==> src/rtl/sample_image_data_storage_block_pkg.sv <==
// Shared types and constants for the 3-row sample-image window loader.
// Holds the FSM encoding, SRAM command codes and bus widths.
package sample_image_data_storage_block_pkg;

    localparam int PIX_IDX_W = 20;
    localparam int WINDOW_W  = 96;
    localparam int WORD_W    = 32;

    localparam logic [1:0] SI_MODE_IDLE = 2'b00;
    localparam logic [1:0] SI_MODE_READ = 2'b01;

    typedef enum logic [2:0] {
        IDLE,
        READ0,
        READ1,
        READ2,
        FILLED
    } state_t;

endpackage

==> src/rtl/sample_image_data_storage_block.sv <==
// Loads a 3-row x 4-pixel window from SRAM: one read per row, each row one image_width further on.
// Minimum latency fill_buff -> buff_filled is 4 cycles; a READ state waits indefinitely for SI_dfb.
module sample_image_data_storage_block
    import sample_image_data_storage_block_pkg::*;
(
    input  logic                 clk,
    input  logic                 n_rst,
    input  logic [31:0]          image_width,
    input  logic                 fill_buff,
    input  logic [PIX_IDX_W-1:0] ED_rpixNum,
    input  logic                 SI_dfb,
    input  logic [WORD_W-1:0]    SI_rdata,
    output logic [1:0]           SI_mode,
    output logic [PIX_IDX_W-1:0] SI_rpixNum,
    output logic [WINDOW_W-1:0]  ED_rdata,
    output logic                 buff_filled
);

    state_t               state_q;
    state_t               state_d;
    logic [PIX_IDX_W-1:0] base_q;
    logic [PIX_IDX_W-1:0] offset_q;
    logic [PIX_IDX_W-1:0] row_step;
    logic [WINDOW_W-1:0]  window_q;

    logic                 accept;
    logic                 capture;
    logic [1:0]           capture_word;

    assign row_step = image_width[PIX_IDX_W-1:0];

    // Next-state and capture decode; SI_dfb only steers registered updates.
    always_comb begin
        state_d      = state_q;
        accept       = 1'b0;
        capture      = 1'b0;
        capture_word = 2'd0;
        unique case (state_q)
            IDLE: begin
                if (fill_buff) begin
                    accept  = 1'b1;
                    state_d = READ0;
                end
            end
            READ0: begin
                if (SI_dfb) begin
                    capture      = 1'b1;
                    capture_word = 2'd0;
                    state_d      = READ1;
                end
            end
            READ1: begin
                if (SI_dfb) begin
                    capture      = 1'b1;
                    capture_word = 2'd1;
                    state_d      = READ2;
                end
            end
            READ2: begin
                if (SI_dfb) begin
                    capture      = 1'b1;
                    capture_word = 2'd2;
                    state_d      = FILLED;
                end
            end
            FILLED: begin
                state_d = IDLE;
            end
            default: begin
                state_d = IDLE;
            end
        endcase
    end

    always_ff @(posedge clk) begin
        if (n_rst) begin
            state_q  <= IDLE;
            base_q   <= '0;
            offset_q <= '0;
            window_q <= '0;
        end else begin
            state_q <= state_d;
            if (accept) begin
                base_q   <= ED_rpixNum;
                offset_q <= '0;
            end
            // Row offset advances one image row per completed read.
            if (capture) begin
                offset_q <= offset_q + row_step;
                unique case (capture_word)
                    2'd0:    window_q[31:0]  <= SI_rdata;
                    2'd1:    window_q[63:32] <= SI_rdata;
                    2'd2:    window_q[95:64] <= SI_rdata;
                    default: window_q[31:0]  <= SI_rdata;
                endcase
            end
        end
    end

    always_comb begin
        SI_mode     = SI_MODE_IDLE;
        SI_rpixNum  = '0;
        buff_filled = 1'b0;
        unique case (state_q)
            READ0, READ1, READ2: begin
                SI_mode    = SI_MODE_READ;
                SI_rpixNum = base_q + offset_q;
            end
            FILLED: begin
                buff_filled = 1'b1;
            end
            default: begin
                SI_mode = SI_MODE_IDLE;
            end
        endcase
    end

    assign ED_rdata = window_q;

endmodule

==> config.mk <==
export PLATFORM = sky130hd
export DESIGN_NAME = sample_image_data_storage_block
export DESIGN_NICKNAME = d
export VERILOG_FILES = /design/src/rtl/sample_image_data_storage_block_pkg.sv /design/src/rtl/sample_image_data_storage_block.sv
export SDC_FILE = /design/constraint.sdc
export NUM_CORES = 1
export LEC_CHECK = 0
export BUFFER_PORTS_ARGS = -buffer_cell sky130_fd_sc_hd__buf_2
export CORE_MARGIN = 3
export CORE_UTILIZATION = 56
export CTS_CLUSTER_SIZE = 25
export DETAILED_ROUTE_END_ITERATION = 6
export PLACE_DENSITY_LB_ADDON = 0.2
export SLEW_MARGIN = 10
export SYNTH_ARGS = -nofsm -noshare
export SYNTH_HDL_FRONTEND = slang
export SYNTH_SLANG_ARGS = --single-unit
==> constraint.sdc <==
create_clock -name clk -period 5.03 [get_ports clk]
set_input_delay 1.006 -clock clk [delete_from_list [all_inputs] [get_ports clk]]
set_output_delay 1.006 -clock clk [all_outputs]
set_load 0.02 [all_outputs]
After elaboration in Yosys (flattened, before gate mapping)
Cells that the tools add are included.

operators by class
  add/sub/neg operators = 2
  multiplexer cells = 17
  eq/ne operators = 10
  bitwise logic cells = 1
  reduce and logical (&&, ||, !) cells = 8

operators with widths
  cell                                                             number
  20-bit two-way mux                                               3
  20-bit adder                                                     2
  3-bit two-way mux                                                4
  3-bit one-hot mux with 4 select lines                            1
  2-bit != test, second input constant                             4
  1-bit two-way mux                                                7
  3-bit by 2-bit == test with 1-bit output, second input constant  2
  2-bit AND reduction                                              3
  2-bit one-hot mux with 2 select lines                            1
  4-bit AND reduction                                              1
  3-bit by 1-bit == test with 1-bit output, second input constant  1
  3-bit == test, second input constant                             1
  3-bit zero test                                                  1
  3-bit OR reduction                                               1
  2-bit by 1-bit == test with 1-bit output, second input constant  1
  2-bit == test, second input constant                             1
  2-bit two-way mux                                                1
  2-bit nonzero test                                               1
  2-bit OR reduction                                               1
  1-bit NOT                                                        1

word-level totals
  word-level logic and storage cells = 44
  register bits = 139

Depth between registers and ports, before layout
Gate-level depths: netlist of run 1.

  depth after elaboration = 6
  depth in mapped cells = 10
  depth with buffers taken out = 9

Worst setup path after synthesis of run 1
OpenSTA, ideal clock, no wires.

  path kind = reg-to-output
  from = register base_q[0]
  to = output SI_rpixNum[16]
  cell stages (with the launch flop) = 10
  path buffers = 0
  setup slack = 1.697 ns
  arrival time = 2.327 ns
  data required time = 4.024 ns
  path through = dfxtp_1 > ha_1 > fa_1 > a211oi_1 > o21a_1 > nor2_1 > o211ai_1 > a21boi_0 > o21a_1 > nor3_1

on the way
  word-level cells in the longest chain between the ends = 2

ends and longest elaborated chain
  element                   RTL line                                text
  start: declaration        sample_image_data_storage_block.sv:21   logic [PIX_IDX_W-1:0] base_q;
  start signal: assignment  sample_image_data_storage_block.sv:84   base_q <= ED_rpixNum;
  20-bit adder              sample_image_data_storage_block.sv:107  SI_rpixNum = base_q + offset_q;
  20-bit two-way mux        sample_image_data_storage_block.sv:104  unique case (state_q)
  end: declaration          sample_image_data_storage_block.sv:14   output logic [PIX_IDX_W-1:0] SI_rpixNum,

No other way between the ends.

Worst setup path in the final report of run 1
  from = register base_q[0]
  to = output SI_rpixNum[18]

Same word-level chain as after synthesis.

==> results.json, run 1 <==
{
  "crit_chain": "ha_1 -> fa_1 -> a211oi_1 -> o21a_1 -> a2bb2oi_1 -> a31oi_1 -> a31oi_1 -> xor2_1 -> nor2_1 -> buf_2",
  "initial_utilization": 0.589,
  "setup_viol": 0,
  "syn_inst": 883,
  "maxCapViolations": 0,
  "synth_nets": 1013,
  "syn_area_um2": 6930,
  "hold_depth": 2,
  "synth-main-ff-cell": "dfxtp_1",
  "grt_pass1_wl_mm": 29.8,
  "grt_max_degree": 77,
  "fp.dieH_um": 117,
  "cts_max_level": 4,
  "drive_gt1_frac": 0.242,
  "max_freq_mhz": 248,
  "dieArea_um2": 13700,
  "cts_sinks": 139,
  "num_vias": 6669,
  "slew_viol_final": 0,
  "arrival_ps": 3030,
  "start_kind": "register",
  "insertion_delay_ps": 420,
  "nNetsFinal": 1179,
  "synth_area_per_cell_um2": 7.85,
  "async_reset_ff_frac": 0,
  "syn_to_final_growth_pct": 22.6,
  "fin_cells": 1225,
  "drtIter0Drc": 536,
  "grt_overflow": 0,
  "status": "finished, final reports clean",
  "period_share": 0.803,
  "cts_setup_buffers": 0,
  "antenna_left": 0,
  "critPathSlowestCell": "fa_1",
  "cp-end-kind": "output port",
  "hold_violations": 0,
  "switching_power_uw": 806,
  "p_per_area_nw_per_um2": 344,
  "drc": 0,
  "fin_tns_setup_ps": 0,
  "hold_buffers": 0,
  "p_clk_frac": 0.431,
  "placed_cell_area_um2": 7900,
  "worst_slew_pin_slew_ps": 1070,
  "fin_area_um2": 8500,
  "layout_setup_ws_ps": 992,
  "die_w_um": 117,
  "dpl.hpwl_mm": 13.3,
  "slowest_delay_ps": 430,
  "post_cts_resized": 0,
  "fillers": 1000,
  "rsz0062_at_grt": "no",
  "holdCritPathClass": "reg2reg",
  "reg2reg_depth": 7,
  "ys_ff_latch": 139,
  "cts_tree": "yes",
  "ioPinCount": 207,
  "clock_skew_ps": 7.50,
  "core_area_um2": 11800,
  "synth_edf_count": 0,
  "crit_type": "reg2out",
  "clk_pin_slew_ps": 60,
  "yosys_warnings": 0,
  "placed_cells": 1194,
  "cts_made_buffers": 17,
  "worst_path_most_repeated_cell": "a31oi_1",
  "pre_cts_ws_ps": 1470,
  "ctsRootBufferMaster": "clkbuf_16",
  "first_pass_iters": 5,
  "seq_power_share": 0.404,
  "clk_path_buf_depth": 2,
  "antenna_found_initial": 0,
  "critPathRequiredTime_ps": 4020,
  "ys_types": 67,
  "switching_share": 0.276,
  "p_leak_uw": 0.00381,
  "power.internal_uw": 2110,
  "finalWirelength_mm": 19.0,
  "fin_crit_ps": 4040,
  "place_congestion": 0.937,
  "grt_usage": 0.274,
  "grt_pass1_vias": 6161,
  "crit_path_max_fanout": 3,
  "wl_per_cell_um": 15.5,
  "ys_seq_area_frac": 0.402,
  "relSlewSlack": 0.288,
  "vdd_ir_drop_max_mv": 0.314,
  "pwr-share-comb": 0.165,
  "row_count": 39,
  "port_buffers": 193,
  "vias_per_cell": 5.44
}
## worst max-delay path: cells and delay by family, from the launching register on
kind | cells | cell delay, ps
adder cells (fa/ha/maj) | 2 | 680
AND/OR/NAND/NOR | 1 | 50
buffers and inverters | 1 | 190
XOR/XNOR | 1 | 190
AO/OA/AOI/OAI | 5 | 1180
flip-flops | 1 | 310
## Yosys cell counts, types with 6 or more instances
cell	count	share of area
inv_1	8	0.0043
nand3_1	9	0.0065
nor3_1	13	0.0094
ha_1	40	0.072
a31oi_1	6	0.0054
and2_1	6	0.0054
o21ai_0	16	0.012
buf_2	26	0.019
a21o_1	14	0.015
xor2_1	15	0.019
nand2_1	264	0.14
a21oi_1	147	0.11
clkbuf_1	22	0.012
xnor2_1	15	0.019
nor2_1	38	0.021
o21a_1	7	0.0076
dfxtp_1	139	0.40
a22o_1	9	0.011
## cell type report
class	instances	area, um2	area share
Antenna cell	1	2.50	0.000295
Clock buffer	20	447	0.0526
Clock inverter	10	144	0.0169
Inverter	9	38.8	0.00457
Multi-Input combinational cell	683	3860	0.455
Sequential cell	139	2780	0.328
Tap cell	164	205	0.0242
Timing Repair Buffer	199	1010	0.119
## worst paths after layout
check / endpoint / slack [ps] / start
min: ED_rdata[22] / 450 / ED_rdata[22]
max reg2reg: ED_rdata[50] / 2250 / state_q[0]
min reg2reg: ED_rdata[22] / 450 / ED_rdata[22]
max: SI_rpixNum[18] / 990 / base_q[0]
## sequential cells by signal, indices dropped and copies added, names as in the netlist
signal and cells:
ED_rdata 96, base_q 20, offset_q 20, state_q 3
## per-layer routing
metal | track usage | part of all wire | vias up
li1 | - | - | 3356
met4 | 0.0719 | 0.011 | 0
met1 | 0.356 | 0.44 | 3087
met5 | 0 | 0 | -
met3 | 0.0884 | 0.073 | 20
met2 | 0.441 | 0.47 | 206
## kinds of logic after synthesis
logic type               synth area share
multiplexers                      0.00469
other                            0.000541
buffers and inverters              0.0417
AND/OR/NAND/NOR                     0.218
adder cells (fa/ha/maj)            0.0780
AO/OA/AOI/OAI                       0.218
flip-flops                          0.402
XOR/XNOR                           0.0379
## power by group through the flow
| stage | combinational (uW) | clock [uW] | sequential, uW |
|---|---|---|---|
| after global placement | 471 | 0 | 1200 |
| final | 481 | 1260 | 1180 |
| after detailed placement | 476 | 0 | 1200 |
| after floorplan | 322 | 0 | 1220 |
| after global routing | 533 | 1320 | 1180 |
| after CTS | 480 | 1270 | 1180 |
## per-stage QoR
stage,power (uW),hold WS (ps),utilization
2_1_floorplan,1540,441,-
3_5_place_dp,1680,443,0.672
4_1_cts,2930,451,0.722
3_3_place_gp,1670,439,0.672
6_report,2920,449,0.722
5_1_grt,3030,467,0.722
## layout by cell type, fill, tap and decap left out, drive strengths merged, types with 8 or more instances in the layout
master,n
o21ai,22
a21o,14
nand2,268
clkbuf,20
a21oi,150
ha,40
nor2,39
xor2,15
nor3,13
nand3,9
a22o,9
inv,10
xnor2,15
dfxtp,139
a211oi,8
buf,199
Power figures use the tool's default switching activity.
==> inputs of run 2 (changes only) <==
Settings changed: CORE_UTILIZATION 56 to 52.
Clock period 5.03 ns to 3.88 ns, I/O delays scaled along.
==> run 2 against run 1 <==
Critical path depth unchanged. Via count down 1.1%. Flip-flop and latch count unchanged. Clock skew down 1.4 ps. Critical path type unchanged. Highest routed layer unchanged. Cell count up 0.90%. Sequential power up 30%.
==> results.json, run 2 (same netlist as run 1, synthesis figures left out) <==
{
  "grt_max_degree": 79,
  "grt_pass1_vias": 6081,
  "insertion_delay_ps": 430,
  "p_per_area_nw_per_um2": 451,
  "drtIter0Drc": 417,
  "first_pass_iters": 5,
  "status": "finished, final reports clean",
  "power.internal_uw": 2760,
  "drc": 0,
  "place_congestion": 0.901,
  "die_w_um": 121,
  "reg2reg_depth": 7,
  "hold_path_end": "ED_rdata[56]",
  "crit_type": "reg2out",
  "row_count": 41,
  "cts_max_level": 4,
  "cp-end-kind": "output port",
  "top_layer_used": "met4",
  "critPathLaunch": "offset_q[0]",
  "grt_overflow": 0,
  "clock_skew_ps": 6.08,
  "crit_path_max_fanout": 3,
  "dieArea_um2": 14700,
  "antenna_found_initial": 1,
  "maxCapViolations": 0,
  "relSlewSlack": 0.288,
  "mostFrequentLayoutCell": "nand2_1",
  "critPathRequiredTime_ps": 3100,
  "seq_power_share": 0.396,
  "hold_start": "ED_rdata[56]",
  "grt_pass1_wl_mm": 29.5,
  "hold_violations": 0,
  "switching_share": 0.284,
  "grt_usage": 0.252,
  "fin_tns_setup_ps": 0,
  "finalWirelength_mm": 18.8,
  "slew_viol_final": 0,
  "p_leak_uw": 0.00384,
  "rsz0062_at_grt": "no",
  "regToRegSetupSlack_ps": 1080,
  "holdCritPathClass": "reg2reg",
  "fp.dieH_um": 121,
  "num_vias": 6594,
  "setup_viol": 0,
  "start_kind": "register",
  "clk_pin_slew_ps": 60,
  "vdd_ir_drop_max_mv": 0.293,
  "drive_gt1_frac": 0.247,
  "cts_made_buffers": 17,
  "drt-met1-wl_mm": 8.12,
  "worst_slew_pin_slew_ps": 1070,
  "fin_area_um2": 8550,
  "wl_met2_mm": 8.65,
  "ioPinCount": 207,
  "cts_sinks": 139,
  "final_cell_mix": "nand2_1 (264), buf_2 (192), a21oi_1 (147)",
  "p_clk_frac": 0.442,
  "r2r-start": "state_q[0]",
  "wl_met3_mm": 1.44,
  "period_share": 0.935,
  "max_freq_mhz": 276,
  "placed_cell_area_um2": 7920,
  "vias_per_cell": 5.33,
  "pre_cts_ws_ps": 592,
  "hold_depth": 2,
  "layout_setup_ws_ps": 252,
  "utilization": 0.667,
  "syn_to_final_growth_pct": 23.4,
  "rr_endpoint": "ED_rdata[41]",
  "switching_power_uw": 1100,
  "hold_buffers": 0,
  "largest_reg_flops": 96,
  "core_area_um2": 12800,
  "arrival_ps": 2850,
  "antenna_left": 0,
  "fin_crit_ps": 3630,
  "post_cts_resized": 0,
  "dpl.hpwl_mm": 13.0,
  "ctsRootBufferMaster": "clkbuf_16",
  "cts_setup_buffers": 0,
  "cts_tree": "yes",
  "wl_per_cell_um": 15.2,
  "pwr-share-comb": 0.162,
  "clk_path_buf_depth": 2,
  "port_buffers": 193,
  "initial_utilization": 0.540,
  "nNetsFinal": 1180
}
run 2: layout make-up:
cell class	instances	area, um2
Fill cell	1167	4270
Multi-Input combinational cell	683	3870
Sequential cell	139	2780
Timing Repair Buffer	200	1020
Clock buffer	18	439
Tap cell	172	215
Clock inverter	14	184
Inverter	9	38.8
Antenna cell	1	2.50
run 2: how the worst max path moves through the flow:
stage                           to  slack, ps  cells past startpoint
CTS                 SI_rpixNum[18]        100                     10
floorplan           SI_rpixNum[16]        780                      9
global placement    SI_rpixNum[18]        590                     10
global route        SI_rpixNum[17]         10                      9
detailed placement  SI_rpixNum[18]        590                     10
finish              SI_rpixNum[18]        250                     10
run 2: through the flow:
stage | std cells | power (uW) | hold slack [ps]
after floorplan | 883 | 2000 | 441
after global placement | 1203 | 2170 | 438
after detailed placement | 1203 | 2180 | 443
after CTS | 1235 | 3880 | 453
after global routing | 1236 | 4010 | 466
final | 1236 | 3850 | 450
run 2: per-layer routing:
layer | global-route usage | vias up
li1 | - | 3360
met1 | 0.312 | 2988
met2 | 0.402 | 213
met3 | 0.0723 | 33
met4 | 0.119 | 0
met5 | 0 | -
run 2: power by group through the flow:
stage               registers [uW]  clock network, uW  logic [uW]
floorplan                     1580                  0         417
global placement              1560                  0         614
detailed placement            1560                  0         619
CTS                           1530               1730         623
global route                  1530               1780         690
finish                        1530               1700         623
run 2: critical path, cell delays in order (launching register included):
cell and delay, ps:
dfxtp_1 330, ha_1 230, fa_2 400, a211oi_2 250
o21a_1 230, a2bb2oi_1 220, a31oi_1 150, a31oi_1 220
xor2_1 160, nor2_1 50, buf_2 190
